**config.mk**
```make
export PLATFORM = sky130hd
export DESIGN_NAME = check422_pattern_tx
export DESIGN_NICKNAME = d
export VERILOG_FILES = /design/src/rtl/check422_pkg.sv /design/src/rtl/check422_bitclk_gen.sv /design/src/rtl/check422_pattern_tx.sv
export SDC_FILE = /design/constraint.sdc
export NUM_CORES = 1
export LEC_CHECK = 0
export CAP_MARGIN = 10
export CORE_ASPECT_RATIO = 1.5
export CORE_MARGIN = 4
export CORE_UTILIZATION = 39
export CTS_CLUSTER_SIZE = 14
export DETAILED_ROUTE_END_ITERATION = 6
export PLACE_DENSITY = 0.61
export SLEW_MARGIN = 30
export SYNTH_ARGS = -nofsm -noshare
export SYNTH_HDL_FRONTEND = slang
export SYNTH_SLANG_ARGS = --single-unit
```
**constraint.sdc**
```tcl
create_clock -name clk -period 3.38 [get_ports clk]
set_clock_uncertainty 0.2 [all_clocks]
set_input_delay 0.845 -clock clk [delete_from_list [all_inputs] [get_ports clk]]
set_output_delay 0.845 -clock clk [all_outputs]
set_load 0.01 [all_outputs]
```
**src/rtl/check422_pkg.sv**
```systemverilog
// Shared encodings and PRBS7 helpers for the RS-422 link-test transmitter.
// Defining CHECK422_PARITY_EN adds an even-parity slot after every word.
package check422_pkg;

    localparam logic [1:0] MODE_FIXED = 2'd0;
    localparam logic [1:0] MODE_INC   = 2'd1;
    localparam logic [1:0] MODE_PRBS7 = 2'd2;
    localparam logic [1:0] MODE_WALK1 = 2'd3;

    typedef enum logic [1:0] {IDLE, ARM, SEND, FIN} state_e;

    // x^7 + x^6 + 1, output taken from the MSB
    localparam logic [6:0]  PRBS7_SEED  = 7'h7F;
    localparam int unsigned PRBS7_TAP_A = 6;
    localparam int unsigned PRBS7_TAP_B = 5;

`ifdef CHECK422_PARITY_EN
    localparam bit PARITY_EN = 1'b1;
`else
    localparam bit PARITY_EN = 1'b0;
`endif

    function automatic logic [6:0] prbs7_next(input logic [6:0] s);
        return {s[5:0], s[PRBS7_TAP_A] ^ s[PRBS7_TAP_B]};
    endfunction

endpackage

```
**src/rtl/check422_bitclk_gen.sv**
```systemverilog
// Free-running bit clock divider: 50% duty registered clock plus a bit tick
// marking the phase where serial data is updated (falling edge of clk_out).
module check422_bitclk_gen #(
    parameter int unsigned DIV = 4
) (
    input  logic clk,
    input  logic rstn,
    output logic clk_out,
    output logic bit_tick
);

    localparam int unsigned CW = (DIV > 1) ? $clog2(DIV) : 1;

    logic [CW-1:0] div_cnt;

    // clk_out lags div_cnt by one clock so that it falls on the tick edge
    always_ff @(posedge clk or negedge rstn) begin
        if (!rstn) begin
            div_cnt <= '0;
            clk_out <= 1'b0;
        end else begin
            div_cnt <= (div_cnt == CW'(DIV - 1)) ? '0 : div_cnt + 1'b1;
            clk_out <= (div_cnt >= CW'(DIV / 2));
        end
    end

    assign bit_tick = (div_cnt == '0);

endmodule

```
**src/rtl/check422_pattern_tx.sv**
```systemverilog
// RS-422 link-test burst transmitter: bit clock plus MSB-first test patterns.
// Build with CHECK422_PARITY_EN to append an even-parity bit after each word.
module check422_pattern_tx
    import check422_pkg::*;
#(
    parameter int unsigned       DIV    = 4,
    parameter int unsigned       WORD_W = 8,
    parameter logic [WORD_W-1:0] WORD   = WORD_W'(8'h3C),
    parameter int unsigned       CNT_W  = 16
) (
    input  logic             clk,
    input  logic             rstn,
    input  logic             start,
    input  logic [1:0]       mode,
    input  logic [CNT_W-1:0] burst_words,
    output logic             busy,
    output logic             done,
    output logic             clk_out,
    output logic             data_out
);

    localparam int unsigned       BIT_W     = (WORD_W > 1) ? $clog2(WORD_W) : 1;
    localparam logic [WORD_W-1:0] WALK_INIT = {1'b1, {(WORD_W - 1){1'b0}}};

    logic bit_tick;

    check422_bitclk_gen #(
        .DIV(DIV)
    ) u_bitclk (
        .clk     (clk),
        .rstn    (rstn),
        .clk_out (clk_out),
        .bit_tick(bit_tick)
    );

    state_e            state_q, state_d;
    logic [1:0]        mode_q, mode_d;
    logic [CNT_W-1:0]  words_left_q, words_left_d;
    logic [WORD_W-1:0] sh_q, sh_d;
    logic [BIT_W-1:0]  bit_cnt_q, bit_cnt_d;
    logic              par_slot_q, par_slot_d;
    logic              par_q, par_d;
    logic [6:0]        lfsr_q, lfsr_d;
    logic [WORD_W-1:0] inc_q, inc_d;
    logic [WORD_W-1:0] walk_q, walk_d;
    logic              data_q, data_d;
    logic              busy_q, busy_d;
    logic              done_q, done_d;

    logic [WORD_W-1:0] word_sel;
    logic              load_word;
    logic              shift_bit;
    logic              tx_bit;

    always_comb begin
        word_sel = WORD;
        case (mode_q)
            MODE_INC:   word_sel = inc_q;
            MODE_WALK1: word_sel = walk_q;
            default:    word_sel = WORD;
        endcase
    end

    always_comb begin
        state_d      = state_q;
        mode_d       = mode_q;
        words_left_d = words_left_q;
        sh_d         = sh_q;
        bit_cnt_d    = bit_cnt_q;
        par_slot_d   = par_slot_q;
        par_d        = par_q;
        lfsr_d       = lfsr_q;
        inc_d        = inc_q;
        walk_d       = walk_q;
        data_d       = data_q;
        busy_d       = busy_q;
        done_d       = 1'b0;
        load_word    = 1'b0;
        shift_bit    = 1'b0;
        tx_bit       = 1'b0;

        case (state_q)
            IDLE: begin
                data_d = 1'b0;
                if (start) begin
                    mode_d       = mode;
                    words_left_d = burst_words;
                    busy_d       = 1'b1;
                    lfsr_d       = PRBS7_SEED;
                    inc_d        = '0;
                    walk_d       = WALK_INIT;
                    state_d      = (burst_words == '0) ? FIN : ARM;
                end
            end
            ARM: begin
                if (bit_tick) begin
                    load_word = 1'b1;
                    state_d   = SEND;
                end
            end
            SEND: begin
                if (bit_tick) begin
                    if (bit_cnt_q != '0) begin
                        shift_bit = 1'b1;
                    end else if (PARITY_EN && !par_slot_q) begin
                        data_d     = par_q;
                        par_slot_d = 1'b1;
                    end else if (words_left_q != '0) begin
                        load_word = 1'b1;
                    end else begin
                        data_d  = 1'b0;
                        state_d = FIN;
                    end
                end
            end
            FIN: begin
                data_d  = 1'b0;
                busy_d  = 1'b0;
                done_d  = 1'b1;
                state_d = IDLE;
            end
            default: state_d = IDLE;
        endcase

        if (load_word) begin
            words_left_d = words_left_q - 1'b1;
            bit_cnt_d    = BIT_W'(WORD_W - 1);
            par_slot_d   = 1'b0;
            // PRBS bits come straight from the LFSR; other modes go through sh
            if (mode_q == MODE_PRBS7) begin
                tx_bit = lfsr_q[PRBS7_TAP_A];
                lfsr_d = prbs7_next(lfsr_q);
            end else begin
                tx_bit = word_sel[WORD_W-1];
                sh_d   = word_sel << 1;
            end
            if (mode_q == MODE_INC) begin
                inc_d = inc_q + 1'b1;
            end
            if (mode_q == MODE_WALK1) begin
                walk_d = {walk_q[0], walk_q[WORD_W-1:1]};
            end
            data_d = tx_bit;
            par_d  = tx_bit;
        end

        if (shift_bit) begin
            bit_cnt_d = bit_cnt_q - 1'b1;
            if (mode_q == MODE_PRBS7) begin
                tx_bit = lfsr_q[PRBS7_TAP_A];
                lfsr_d = prbs7_next(lfsr_q);
            end else begin
                tx_bit = sh_q[WORD_W-1];
                sh_d   = sh_q << 1;
            end
            data_d = tx_bit;
            par_d  = par_q ^ tx_bit;
        end
    end

    always_ff @(posedge clk or negedge rstn) begin
        if (!rstn) begin
            state_q      <= IDLE;
            mode_q       <= MODE_FIXED;
            words_left_q <= '0;
            sh_q         <= '0;
            bit_cnt_q    <= '0;
            par_slot_q   <= 1'b0;
            par_q        <= 1'b0;
            lfsr_q       <= PRBS7_SEED;
            inc_q        <= '0;
            walk_q       <= WALK_INIT;
            data_q       <= 1'b0;
            busy_q       <= 1'b0;
            done_q       <= 1'b0;
        end else begin
            state_q      <= state_d;
            mode_q       <= mode_d;
            words_left_q <= words_left_d;
            sh_q         <= sh_d;
            bit_cnt_q    <= bit_cnt_d;
            par_slot_q   <= par_slot_d;
            par_q        <= par_d;
            lfsr_q       <= lfsr_d;
            inc_q        <= inc_d;
            walk_q       <= walk_d;
            data_q       <= data_d;
            busy_q       <= busy_d;
            done_q       <= done_d;
        end
    end

    assign data_out = data_q;
    assign busy     = busy_q;
    assign done     = done_q;

endmodule

```
# Word level (Yosys, flattened, before mapping)
# Index checks and enable logic that the tools add are counted.
[totals]
out_inout_bits = 4
input_bits = 21
wordCells = 101
regBits = 60
[classes]
mux = 51
n_reduce_logical = 16
bitwise_logic = 1
addsub = 4
order_cmp = 1
n_eq_ne = 15
[op_table]
columns = ["operator", "n"]
rows = [
  ["two-way mux 8 bit", 12],
  ["two-way mux 16 bit", 3],
  ["two-way mux 7 bit", 6],
  ["zero test 16 bit", 1],
  ["two-way mux 1 bit", 16],
  ["case mux 8 bit (2 select lines)", 1],
  ["nonzero test 16 bit", 1],
  ["subtractor 16 x 1 -> 16 bit (second input constant)", 1],
  ["two-way mux 2 bit", 7],
  ["inequality test 4 bit (second input constant)", 3],
  ["equality test 2 bit (second input constant)", 5],
  ["inequality test 2 bit (second input constant)", 5],
  ["adder 8 x 1 -> 8 bit (second input constant)", 1],
  ["case mux 2 bit (4 select lines)", 1],
  ["nonzero test 2 bit", 4],
  ["two-way mux 3 bit", 2],
  ["case mux 1 bit (2 select lines)", 3],
  ["AND reduction 2 bit", 3],
  ["AND reduction 5 bit", 1],
  ["equality test 2 x 1 -> 1 bit (second input constant)", 2],
  ["zero test 2 bit", 2],
  ["AND reduction 4 bit", 1],
  ["nonzero test 4 bit", 1],
  ["nonzero test 3 bit", 1],
  ["other kinds (5)", 5],
]

# Longest topological paths before layout
[depth]
ltp_word = 8
mapped_depth = 10
mapped_depth_nobuf = 8

# Hierarchy
# A second synthesis with hierarchy kept.
[hier_totals]
cells_unflattened = 373
area_unflattened_um2 = 3467.1
[by_module_without_submodules]
columns = ["module", "seq_area_each_um2", "n_inst", "cells_each", "area_each_um2"]
rows = [
  ["check422_pattern_tx", 1436.4, 1, 363, 3337.0],
  ["check422_bitclk_gen", 75.1, 1, 10, 130.1],
]

# Worst setup path after synthesis
# No wires, ideal clock.
[synth_timing]
path_type = "register to register"
startpoint = "register state_q[0]"
endpoint = "register words_left_q[4]"
required_ps = 3057
n_path_buf = 2
t_arrival_ps = 1957
setup_ps = 123
synth_period_minus_slack_ps = 2279
path_stages_with_launch = 10
slack_ps = 1101
cell_sequence = "dfrtp_1 inv_1 ha_1 clkbuf_1 nand2_1 nor2_1 a21o_1 clkbuf_1 a21oi_1 o221a_2"
[synth_via]
elab_chain_len = 4
word_cells_on_any_way = 8
cone_classes = "eq/ne (2); mux (2); reduce/logical (4)"
[synth_rtl]
columns = ["element", "line", "source"]
rows = [
  ["start, declared", "check422_pattern_tx.sv:36", "state_e state_q, state_d;"],
  ["start signal, assigned", "check422_pattern_tx.sv:177", "state_q <= state_d;"],
  ["equality test 2 bit or equality test 2 x 1 -> 1 bit (tied branches)", "check422_pattern_tx.sv:82", "case (state_q)"],
  ["case mux 1 bit (2 select lines)", "check422_pattern_tx.sv:82", ""],
  ["nonzero test 2 bit (no line)", "-", ""],
  ["AND reduction 2 bit (no line)", "-", ""],
  ["end signal, assigned", "check422_pattern_tx.sv:179", "words_left_q <= words_left_d;"],
  ["end, declared", "check422_pattern_tx.sv:38", "logic [CNT_W-1:0] words_left_q, words_left_d;"],
]
# Parallel ways exist; a longest one is shown, timed or not.
# A chain may end at the register's enable or synchronous reset.

# Final worst setup path
[layout_timing]
startpoint = "register words_left_q[0]"
endpoint = "register words_left_q[11]"
[layout_via]
elab_chain_len = 7
word_cells_on_any_way = 10
cone_classes = "add/sub (1); mux (5); reduce/logical (4)"
[layout_rtl]
columns = ["element", "line", "source"]
rows = [
  ["nonzero test 16 bit", "check422_pattern_tx.sv:108", "end else if (words_left_q != '0) begin"],
  ["two-way mux 1 bit", "check422_pattern_tx.sv:108", ""],
  ["two-way mux 1 bit", "check422_pattern_tx.sv:103", "if (bit_cnt_q != '0) begin"],
  ["two-way mux 1 bit", "check422_pattern_tx.sv:102", "if (bit_tick) begin"],
  ["case mux 1 bit (2 select lines)", "check422_pattern_tx.sv:82", ""],
  ["nonzero test 2 bit (no line)", "-", ""],
  ["AND reduction 2 bit (no line)", "-", ""],
]
# Parallel ways exist; a longest one is shown, timed or not.

==> metrics.csv <==
metric;value;unit
grt ovf;0;
Worst setup SP type;flop;
Logic pwr share;0.274;
Top FF cell, synth;dfrtp_1;
largest net degree at the start of global routing;32;
CP endpoint kind;flop;
Switching Share;0.339;
Post-Syn Instances;371;
Worst-path clk slew;0.05;ns
critical-path cell list;inv_1 > ha_1 > nor4b_2 > nand4_4 > a211oi_2 > o21ba_2 > o221a_2;
sequential area share after synthesis;0.435;
final setup fails;0;
Worst VDD drop;370;uV
Finished Layout Cells;507;
CP max stage delay;0.64;ns
warnings from Yosys;0;
RSZ-0062 raised after global routing;false;
Slew Viols, Final;0;
worst hold path type;reg -> reg;
synthesized area per cell;9.38;sq um
FP Rows;41;
first-pass GRT wire length;13900;um
drt initial violations;130;
Async SR Flop Fraction;1.00;
Setup WS post-layout;0.633;ns
Place WS;0.475;ns
Final Hold Fails;0;
TritonRoute pass-1 iters;4;
Power per Cell Area;722;nW/um^2
FF+latch count, synth;60;
ANT cells;0;
Clock Power Share;0.336;
core area;8570;sq um
Top delay family on crit path;compound AO/OA/AOI/OAI gates;
Post-CTS Setup Inserts;0;
WS Path Type;reg -> reg;
Initial Util;0.406;
Internal;1.99;mW
clock buffer depth;2;
Post-CTS Resized;0;
Synth Net Count;405;
# clock sinks;60;
slowest CP cell;a211oi_2;
Final #Nets;429;
Worst Path Required;3.39;ns
H-tree depth;3;
worst skew pair latency;0.32;ns
worst-path fanout max;10;
DIE HEIGHT;124;um
achievable clock frequency;364;MHz
crit path buf inv count;1;
Seq pwr share;0.390;
static leakage;1.82;nW
Hold-fix buffers, CTS;0;
share of layout cells above drive strength 1;0.138;
port bufs;24;
DR vias;2825;
WL/cell;16.0;um
cts bufs inserted;9;
gpl congestion;0.829;
DR DRC count;0;
vias in the first global route;2901;
I/O pin total;25;
Root Buffer;clkbuf_16;
DPL Wire Length;5860;um
Final TNS setup;0;ns
placed cells;491;
critical path data arrival time;2.75;ns
Total Wirelength;8130;um
Period minus WS final;2.75;ns
distinct cell type count after synthesis;63;
CTS tree;done;
Die ar.;10500;sq um
Syn-to-layout area delta;20.0;%
max cap viols;0;
antenna-violating nets left;0;
worst slew pin tran;0.757;ns
Slew headroom;0.491;
antenna violations before repair;0;
GRT Total Usage;0.166;
vias per cell;5.57;
Synth Cell Area;3480;sq um
status;completed;
Post-synth EDFFs;0;
Die Wd;85.1;um
Tcrit/Tclk final;0.813;
Psw;1.02;mW
==> state kept, by name (all words and copies together) (netlist names) <==
signal,cells
words_left_q,16
inc_q,8
sh_q,8
walk_q,8
lfsr_q,7
bit_cnt_q,3
mode_q,2
state_q,2
u_bitclk.div_cnt,2
busy,1
data_out,1
done,1
u_bitclk.clk_out,1
==> cell usage in the layout, fill, tap and decap left out, types with 3 or more instances in the layout <==
master,instances
nand4_1,5
a21oi_1,20
and3_1,7
mux2_2,6
o221a_2,4
o22a_1,3
a21boi_0,3
dfstp_2,8
nand3_1,17
inv_1,32
nand2_1,43
buf_4,6
nor2_1,23
a221o_1,4
mux2i_1,22
ha_1,13
nor3_1,9
nor4_1,5
o22ai_1,4
a22oi_1,4
or3_1,3
dfrtp_1,52
o21ai_0,18
o31ai_1,3
clkdlybuf4s50_1,23
clkbuf_16,9
==> path summary, 6_finish.rpt <==
path	startpoint	end	slack, ns	depth (start not counted)
min in group asynchronous	rstn	words_left_q[14]	0.38	1
max	words_left_q[0]	words_left_q[11]	0.63	7
min reg2reg	u_bitclk.div_cnt[0]	u_bitclk.div_cnt[0]	0.26	1
min	u_bitclk.div_cnt[0]	u_bitclk.div_cnt[0]	0.26	1
max reg2reg	words_left_q[0]	words_left_q[11]	0.63	7
max in group asynchronous	rstn	lfsr_q[6]	1.91	2
==> per-layer routing <==
layer	wire, um	vias up	track usage	share of wire
met5	0	-	0	0
met4	235	0	0.0861	0.029
met3	284	17	0.0311	0.035
met2	4120	56	0.293	0.51
met1	3490	1375	0.189	0.43
li1	-	1377	-	-
==> power groups by stage <==
| stage | clock, mW | sequential (mW) | combinational, mW |
|---|---|---|---|
| after floorplan | 0 | 1.09 | 0.645 |
| after global placement | 0 | 1.17 | 0.805 |
| after detailed placement | 0 | 1.18 | 0.824 |
| after CTS | 1.03 | 1.17 | 0.834 |
| after global routing | 1.07 | 1.21 | 0.930 |
| final | 1.01 | 1.18 | 0.825 |
==> Yosys cell counts (2+ instances only) <==
| cell type | instances | area share |
|---|---|---|
| ha_1 | 13 | 0.047 |
| a21boi_0 | 3 | 0.0065 |
| inv_1 | 32 | 0.035 |
| or2_2 | 2 | 0.0036 |
| and3_1 | 7 | 0.013 |
| nand2_1 | 43 | 0.046 |
| a21oi_2 | 2 | 0.0050 |
| dfrtp_1 | 52 | 0.37 |
| and2_1 | 2 | 0.0036 |
| a21o_1 | 2 | 0.0043 |
| nor3b_1 | 2 | 0.0043 |
| o22ai_1 | 4 | 0.0072 |
| o21ai_0 | 18 | 0.026 |
| mux2i_1 | 22 | 0.063 |
| nor4b_1 | 2 | 0.0050 |
| clkbuf_1 | 13 | 0.014 |
| a211oi_1 | 2 | 0.0043 |
| or3_1 | 3 | 0.0054 |
| nand4_1 | 5 | 0.0090 |
| o311ai_0 | 2 | 0.0050 |
| a22oi_1 | 4 | 0.0086 |
| mux2_2 | 6 | 0.019 |
| a221o_1 | 4 | 0.012 |
| o211ai_1 | 2 | 0.0043 |
| nand3_1 | 17 | 0.024 |
| a211o_1 | 2 | 0.0050 |
| o22a_1 | 3 | 0.0076 |
| o31ai_1 | 3 | 0.0065 |
| dfstp_2 | 8 | 0.060 |
| a21oi_1 | 20 | 0.029 |
| buf_2 | 2 | 0.0029 |
| o221a_2 | 4 | 0.013 |
| nor3_1 | 9 | 0.013 |
| nor2_1 | 23 | 0.025 |
| nor4_1 | 5 | 0.0090 |
==> metrics by stage <==
step           cell area, sq um  hold slack (ns)  power, mW  utilization
2_1_floorplan              3480            0.228       1.73            -
3_3_place_gp               3830            0.242       1.98        0.447
3_5_place_dp               3830            0.248       2.01        0.447
4_1_cts                    4170            0.260       3.04        0.486
5_1_grt                    4170            0.272       3.21        0.487
6_report                   4170            0.260       3.01        0.487
==> area by class of cell <==
| type | instances | area [sq um] |
|---|---|---|
| fill | 807 | 4390 |
| inverter | 32 | 120 |
| sequential | 60 | 1510 |
| clock buffer | 11 | 253 |
| tap | 107 | 134 |
| clock inverter | 5 | 83.8 |
| multi-input combinational | 261 | 1770 |
| timing repair buffer | 31 | 300 |
==> logic make-up after synthesis <==
logic type | after synthesis | synth area share
AND/OR/NAND/NOR | 132 | 0.199
adder cells (fa/ha/maj) | 13 | 0.0468
XOR/XNOR | 1 | 0.00252
AO/OA/AOI/OAI | 86 | 0.172
multiplexers | 29 | 0.0870
buffers and inverters | 50 | 0.0583
flip-flops | 60 | 0.435
Note: power is estimated with default switching activity, not from simulation.
